--- config.mk ---
export PLATFORM = sky130hd
export DESIGN_NAME = trd_fetch_unit
export DESIGN_NICKNAME = d
export VERILOG_FILES = /design/src/rtl/trd_fetch_unit.sv
export SDC_FILE = /design/constraint.sdc
export NUM_CORES = 2
export LEC_CHECK = 0
export BUFFER_PORTS_ARGS = -buffer_cell sky130_fd_sc_hd__buf_2
export CORE_MARGIN = 1.5
export CORE_UTILIZATION = 25
export CTS_CLUSTER_DIAMETER = 200
export CTS_CLUSTER_SIZE = 40
export DETAILED_ROUTE_END_ITERATION = 16
export HOLD_SLACK_MARGIN = 0.03
export PLACE_DENSITY = 0.39
export SLEW_MARGIN = 20
export SYNTH_ARGS = -nofsm -noshare
export SYNTH_HDL_FRONTEND = slang
export SYNTH_SLANG_ARGS = --single-unit
--- constraint.sdc ---
create_clock -name clk -period 6.5 [get_ports clk]
set_input_delay 0.325 -clock clk [delete_from_list [all_inputs] [get_ports clk]]
set_output_delay 0.325 -clock clk [all_outputs]
set_load 0.03 [all_outputs]
--- src/rtl/trd_fetch_unit.sv ---
// Multithreaded fetch stage: per-thread PC file, round-robin issue,
// decode tracking, redirect/miss replay and miss blocking.
module trd_fetch_unit #(
  parameter int NUM_TRD = 8,
  parameter int PC_W = 32,
  parameter logic [PC_W-1:0] RESET_PC = '0,
  localparam int TRD_W = $clog2(NUM_TRD)
) (
  input  logic               clk,
  input  logic               rst_n,
  input  logic [NUM_TRD-1:0] trd_en,
  input  logic               init_vld,
  input  logic [TRD_W-1:0]   init_trd,
  input  logic [PC_W-1:0]    init_pc,
  input  logic               jmp,
  input  logic [TRD_W-1:0]   jmp_trd,
  input  logic [PC_W-1:0]    jmp_pc,
  input  logic               i_miss,
  input  logic               d_miss,
  input  logic [TRD_W-1:0]   d_miss_trd,
  input  logic [PC_W-1:0]    d_miss_pc,
  input  logic               fill_vld,
  input  logic [TRD_W-1:0]   fill_trd,
  input  logic               hold,
  input  logic               stall,
  output logic               i_rd,
  output logic [PC_W-1:0]    i_addr,
  output logic [TRD_W-1:0]   i_trd,
  output logic               dec_vld,
  output logic [TRD_W-1:0]   dec_trd,
  output logic [PC_W-1:0]    dec_pc,
  output logic               flush_id,
  output logic [NUM_TRD-1:0] blocked
);

  logic [PC_W-1:0]    pc_q [NUM_TRD];
  logic [NUM_TRD-1:0] blk_q;
  logic [NUM_TRD-1:0] blk_d;
  logic [NUM_TRD-1:0] elig;
  logic [TRD_W-1:0]   last_q;
  logic [TRD_W-1:0]   sel;
  logic [TRD_W-1:0]   cand;
  logic               im_hit;
  int                 idx;

  assign im_hit = i_miss & dec_vld;

  always_comb begin
    elig = '0;
    for (int t = 0; t < NUM_TRD; t++) begin
      elig[t] = trd_en[t] & ~blk_q[t]
              & ~(jmp && jmp_trd == TRD_W'(t))
              & ~(d_miss && d_miss_trd == TRD_W'(t))
              & ~(im_hit && dec_trd == TRD_W'(t))
              & ~(init_vld && init_trd == TRD_W'(t));
    end
  end

  // Lowest offset from last wins; offset NUM_TRD is last itself.
  always_comb begin
    sel  = last_q;
    idx  = 0;
    cand = '0;
    if (!(hold && elig[last_q])) begin
      for (int k = NUM_TRD - 1; k >= 1; k--) begin
        idx  = (int'(last_q) + k) % NUM_TRD;
        cand = TRD_W'(idx);
        if (elig[cand]) sel = cand;
      end
    end
  end

  assign i_rd   = (|elig) & ~stall;
  assign i_trd  = sel;
  assign i_addr = pc_q[sel];

  assign flush_id = dec_vld & (i_miss
                  | (d_miss && d_miss_trd == dec_trd)
                  | (jmp && jmp_trd == dec_trd));

  // Init clear is applied last so it overrides a same-cycle miss.
  always_comb begin
    blk_d = blk_q;
    if (fill_vld) blk_d[fill_trd] = 1'b0;
    if (d_miss)   blk_d[d_miss_trd] = 1'b1;
    if (im_hit)   blk_d[dec_trd] = 1'b1;
    if (init_vld) blk_d[init_trd] = 1'b0;
  end

  assign blocked = blk_q;

  always_ff @(posedge clk or negedge rst_n) begin
    if (!rst_n) begin
      for (int t = 0; t < NUM_TRD; t++)
        pc_q[t] <= (t == 0) ? RESET_PC : '0;
    end else begin
      for (int t = 0; t < NUM_TRD; t++) begin
        if (init_vld && init_trd == TRD_W'(t))
          pc_q[t] <= init_pc;
        else if (d_miss && d_miss_trd == TRD_W'(t))
          pc_q[t] <= d_miss_pc;
        else if (jmp && jmp_trd == TRD_W'(t))
          pc_q[t] <= jmp_pc;
        else if (im_hit && dec_trd == TRD_W'(t))
          pc_q[t] <= dec_pc;
        else if (i_rd && sel == TRD_W'(t))
          pc_q[t] <= pc_q[t] + PC_W'(4);
      end
    end
  end

  always_ff @(posedge clk or negedge rst_n) begin
    if (!rst_n) begin
      blk_q  <= '0;
      last_q <= TRD_W'(NUM_TRD - 1);
    end else begin
      blk_q <= blk_d;
      if (i_rd) last_q <= sel;
    end
  end

  always_ff @(posedge clk or negedge rst_n) begin
    if (!rst_n) begin
      dec_vld <= 1'b0;
      dec_trd <= '0;
      dec_pc  <= '0;
    end else if (i_rd) begin
      dec_vld <= 1'b1;
      dec_trd <= sel;
      dec_pc  <= pc_q[sel];
    end else if (stall) begin
      dec_vld <= dec_vld & ~flush_id;
    end else begin
      dec_vld <= 1'b0;
    end
  end

endmodule
Yosys cells after proc, flatten, opt, wreduce, memory -nomap -nowiden
Index checks and enable logic that the tools add are counted.
Word-level totals
  output and inout port bits: 81
  flip-flop bits (word level): 303
  input bits: 125
Cells by class
  bitwise logic cells: 95
  order comparisons: 17
  multiplexer cells: 81
  eq/ne operators: 37
  add/sub/neg operators: 15
  reduce and logical (&&, ||, !) cells: 61
Operators by type and width (count)
  $mux W32: 42
  $add A32 B3 Y32 const B: 8
  $bmux W32 S3: 1
  $eq A3 B3 Y1 const B: 20
  $lt A3 B4 Y1 const B: 12
  $logic_and A1 B1 Y1: 47
  $and A1 B1 Y1: 44
  $not A1 Y1: 42
  $reduce_bool A5 Y1: 8
  $mux W8: 4
  $eq A3 B2 Y1 const B: 10
  $bmux W1 S3: 8
  $mux W3: 8
  $and A8 B8 Y8: 2
  $not A8 Y8: 2
  $or A8 B8 Y8: 2
  $eq A3 B1 Y1 const B: 5
  $logic_not A3 Y1: 5
  $mux W1: 14
  $add A3 B3 Y3 const B: 4
  $demux W1 S3: 4
  $ge A3 B1 Y1 const B: 4
  $reduce_or A8 Y1: 1
  $add A3 B2 Y3 const B: 2
  5 further kinds: 7

Longest topological paths before layout
  depth after elaboration: 24
  gate-level depth with buffers: 17
  depth with buffers taken out: 14

Worst setup path after synthesis
Ideal clock, no wire load.
  path kind: flip-flop to output port
  start point: register last_q[1]
  end point: output i_addr[6]
  arrival: 4.452 ns
  slack: 1.723 ns
  cell stages (with the launch flop): 18
  path buffers: 3
  cell sequence: dfstp_2 > clkbuf_1 > inv_2 > ha_1 > clkinv_1 > or2_2 > nor4_1 > o32ai_1 > o32a_1 > o2111a_1 > o211ai_1 > o211ai_2 > inv_2 > buf_2 > buf_4 > mux2i_1 > o22ai_1 > nor2_1
On the way
  longest elaborated chain between the ends: 15
  elaborated cells between the ends (all ways): 36
Ends and longest elaborated chain
  start: declaration: line 40  | logic [TRD_W-1:0] last_q;
  start signal: assignment: line 115  | last_q <= TRD_W'(NUM_TRD - 1);
  start signal: assignment: line 118  | if (i_rd) last_q <= sel;
  $add A3 B3 Y3: line 66  | idx = (int'(last_q) + k) % NUM_TRD;
  $bmux W1 S3: line 68  | if (elig[cand]) sel = cand;
  $mux W1 (implied by the code): line 68
  $mux W3 (7 in series): line 68
  $mux W3 *: line 64  | if (!(hold && elig[last_q])) begin
  named net i_trd[1]: line 28  | output logic [TRD_W-1:0] i_trd,
  $not A3 Y4 (implied by the code) *: line 75  | assign i_addr = pc_q[sel];
  $bmux W32 S3 *: line 75
  $mux W32 (implied by the code) * (2 in series): line 75
  end: declaration: line 27  | output logic [PC_W-1:0] i_addr,
The timed path passes the listed nets; every way through them passes the cells marked *. The select of a mux whose other input is x is not followed.

Worst setup path in the final report
  start point: register last_q[1]
  end point: output i_addr[29]
On the way
  longest elaborated chain between the ends: 15
  elaborated cells between the ends (all ways): 36
Ends and longest elaborated chain (line)
  $add A3 B3 Y3: 66
  $bmux W1 S3: 68
  $mux W1 (implied by the code): 68
  $mux W3 (7 in series): 68
  $mux W3 *: 64
  $not A3 Y4 (implied by the code) *: 75
  $bmux W32 S3 *: 75
  $mux W32 (implied by the code) * (2 in series): 75
Mark *: on every way between the ends. The rest lies on a longest branch, timed or not. The select of a mux whose other input is x is not followed.

==> reports/summary.txt <==
R2r worst-path depth: 14
RSZ-0062 raised after global routing: no
Die Area: 118000 µm²
Relative slew slack: 0.226
Mapped cell area: 29100 µm²
Crit-path max FO: 17
Yosys cell types: 87
Post-Layout Cell Count: 5316
Endpoints failing hold: 0
Endpoint arrival time on the critical path: 5890 ps
R2r setup slk: 1310 ps
Final Cycle Share: 0.956
Main combinational cell family by area after synthesis: compound AO/OA/AOI/OAI gates
Status: completed
Share of the yosys chip area belonging to registers: 0.261
FP Rows: 124
CTS HTree Levels: 1
Clock Sink Count: 303
Met3 usage: 0.0326
Crit path largest cell delay: 780 ps
Die width: 344 µm
Fmax: 161 MHz
Combinational power share: 0.741
Seq cells post-synth: 303
First-pass GRT wire length: 222000 µm
Hold WS: 141 ps
Synthesized Nets: 4017
Top cells by area, synth: dfrtp_1 26%, mux2_2 8.8%, nor2_1 7.5%
Fin Setup TNS: 0 ps
Critical Path RT: 6170 ps
CTS root buf: clkbuf_16
Avg WL per Cell: 29.8 µm
# fillers: 12585
Num ports: 206
Gr usage total: 0.260
Crit Reg-Reg Startpoint: last_q[1]$_DFFE_PN1P_
Grt peak-use layer: met2
Final Critical Period: 6220 ps
Post-synthesis mux area share: 0.158
Setup Fix Bufs, Post-CTS: 0
Fraction of the mapped netlist area in simple logic gates: 0.215
Hold Path Origin: init_pc[11]
Clock Tree Buf Depth: 3
Hold Crit Class: in2reg
Synth area leader: dfrtp_1
Gr ovfl total: 0
Met2 Track Usage GR: 0.418
DRC violations left: 0
Max cap viols: 0
Post-synthesis xor/xnor area fraction: 0.0696
Layout cells sized above 1: 0.169
Hold Path Sink: pc_q[171]$_DFFE_PN0P_
Pin count of the biggest net entering global routing: 77
Worst r2r dst: pc_q[42]$_DFFE_PN0P_
Clock Pin Slew Worst Setup and Hold Paths: 190 ps
Detail Route Antenna Nets: 0
Peak supply drop: 0.833 mV
Initial antenna violation count: 23
Post-layout util: 0.277
Net Sw Power: 13.2 mW
CORE AREA: 115000 µm²
Syn Area/Cell: 7.49 µm²
Critical path capture point type: output port
Layout Nets: 3931
Clock power share: 0.047
Final Max Slew Viols: 0
Leakage: 12.3 nW
Worst Path Buf+Inv: 3
Adder-Cell Fraction of Synth Area: 0.00430
Slowest cell on the critical path: dfstp_2
Area Growth Syn to Fin: 9.60%
Async SR Flop Fraction: 1.00
Worst skew pair latency: 590 ps
Startpoint Class: register
Placed Instances: 5293
Starting density of the core: 0.253
Top-area cell type share of the netlist area: 0.258
Compound-cell area share of the yosys netlist: 0.231
Final HPWL DP: 110000 µm
Top FF cell, synth: dfrtp_1
Hold Crit Depth: 3
Pint: 9.93 mW
CP Class: reg2out
Initial DRC Count: 3215
Post-synth EDFFs: 0
Final wirelength: 158000 µm
PD cells: 727 nW/µm²
Final setup vio count: 0
Sw frac: 0.571
Num CTS Buffers: 11
Number of global-route vias before repair: 27691
Clock skew: 36.2 ps
Cell Chain, Critical Path: inv_2, ha_1, clkinv_1, or2_2, nor4_1, o32ai_1, nor3_1, a21o_1, a311oi_2, nor4_2, or3_2, o22ai_1, nor2_1, buf_2
Yosys warnings: 0
Met1 global-route usage: 0.366
Power share of the sequential group: 0.212
CTS tree: built
Final Wtd Congestion: 0.885
CP top delay family: simple AND/OR/NAND/NOR gates
Port-buffer cells: 205
Die height: 344 µm
Vias per cell: 5.71
Vias: 30371
Post-Syn Instances: 3882
Worst-margin pin slew: 1160 ps
Drt pass-1 iters: 6
[what timing repair did]
action	CTS	global route
endpoints found under the hold margin	70	0
hold buffers	2	0
setup endpoints to repair	0	2
resized for setup	0	4
[layout by cell type, fill, tap and decap left out, drive strengths merged, types with 5 or more instances in the layout]
| master | instances |
|---|---|
| and4 | 14 |
| a211o | 18 |
| or2 | 9 |
| diode | 7 |
| clkbuf | 12 |
| o211ai | 23 |
| or4 | 5 |
| nand2 | 510 |
| a21o | 6 |
| nand4b | 6 |
| nor3 | 44 |
| nor2 | 585 |
| inv | 33 |
| and3 | 40 |
| a221oi | 5 |
| and2 | 7 |
| mux4 | 6 |
| ha | 10 |
| o311ai | 90 |
| xnor2 | 127 |
| nor2b | 8 |
| or3 | 14 |
| a21oi | 216 |
| and4b | 8 |
| nor4 | 16 |
| o21ai | 381 |
| nor4b | 5 |
| o221ai | 5 |
| o22ai | 67 |
| mux2i | 42 |
| nand4 | 54 |
| mux2 | 350 |
| xor2 | 104 |
| a211oi | 167 |
| buf | 298 |
| o31ai | 51 |
| dfrtp | 300 |
| nand2b | 12 |
| nand3 | 80 |
| a31oi | 14 |
[sequential cells by signal, summed over array words and instances (netlist names)]
register and flops:
blocked 8, dec_pc 32, dec_trd 3, dec_vld 1
last_q 3, pc_q 256
[cells by family after synthesis]
kind of cell             count (synthesis)
buffers and inverters                  434
flip-flops                             303
AND/OR/NAND/NOR                       1432
multiplexers                           398
adder cells (fa/ha/maj)                 10
AO/OA/AOI/OAI                         1074
XOR/XNOR                               231
[power by group through the flow]
stage / registers [mW] / clock network [mW] / logic, mW
global route: 5.00 / 1.17 / 18.2
finish: 4.90 / 1.09 / 17.2
global placement: 4.92 / 0 / 16.9
CTS: 4.85 / 1.13 / 17.0
detailed placement: 4.90 / 0 / 16.9
floorplan: 4.01 / 0 / 11.6
[synthesized netlist by cell type, types with 80 or more instances]
cell type / count
mux2_2: 227
nand3_1: 80
a211oi_1: 167
xor2_1: 104
nand2_1: 510
dfrtp_1: 300
o21ai_0: 375
nor2_1: 584
xnor2_1: 127
a21oi_1: 216
mux2_1: 98
o311ai_0: 90
clkbuf_1: 256
[worst min-delay path, delay by kind of cell]
kind	cells	cell delay, ps
mux	1	80
compound gates	1	150
buf+inv	1	170
[through the flow]
step	instance area (µm²)	worst slack [ps]	power, mW
CTS	31800	309	23.0
global placement	31500	1060	21.8
global route	31800	51.3	24.4
floorplan	29100	1720	15.6
detailed placement	31500	984	21.8
finish	31900	283	23.1
[worst max-delay path by stage]
| stage | startpoint | endpoint | slack [ps] | cells past startpoint |
|---|---|---|---|---|
| after floorplan | last_q[1]$_DFFE_PN1P_ | i_addr[6] | 1720 | 17 |
| after global placement | last_q[1]$_DFFE_PN1P_ | i_addr[4] | 1060 | 16 |
| after detailed placement | last_q[1]$_DFFE_PN1P_ | i_addr[4] | 980 | 16 |
| after CTS | last_q[1]$_DFFE_PN1P_ | i_addr[29] | 310 | 16 |
| after global routing | last_q[1]$_DFFE_PN1P_ | i_addr[29] | 50 | 14 |
| final | last_q[1]$_DFFE_PN1P_ | i_addr[29] | 280 | 14 |
[final cells by class]
type                            count  area [µm²]  share of cell area
Tap cell                         1512        1890              0.0594
Clock inverter                      2        21.3            0.000668
Timing Repair Buffer              300        1890              0.0594
Clock buffer                       12         279             0.00876
Inverter                           35         144             0.00452
Multi-Input combinational cell   3145       20000               0.629
Antenna cell                        7        17.5            0.000550
Sequential cell                   303        7590               0.238
[routing by layer]
layer / part of all wire / vias up
met5: 0.00083 / -
met4: 0.029 / 20
met3: 0.066 / 220
met2: 0.45 / 1242
met1: 0.45 / 15184
li1: - / 13705
(Power assumes the default switching activity.)
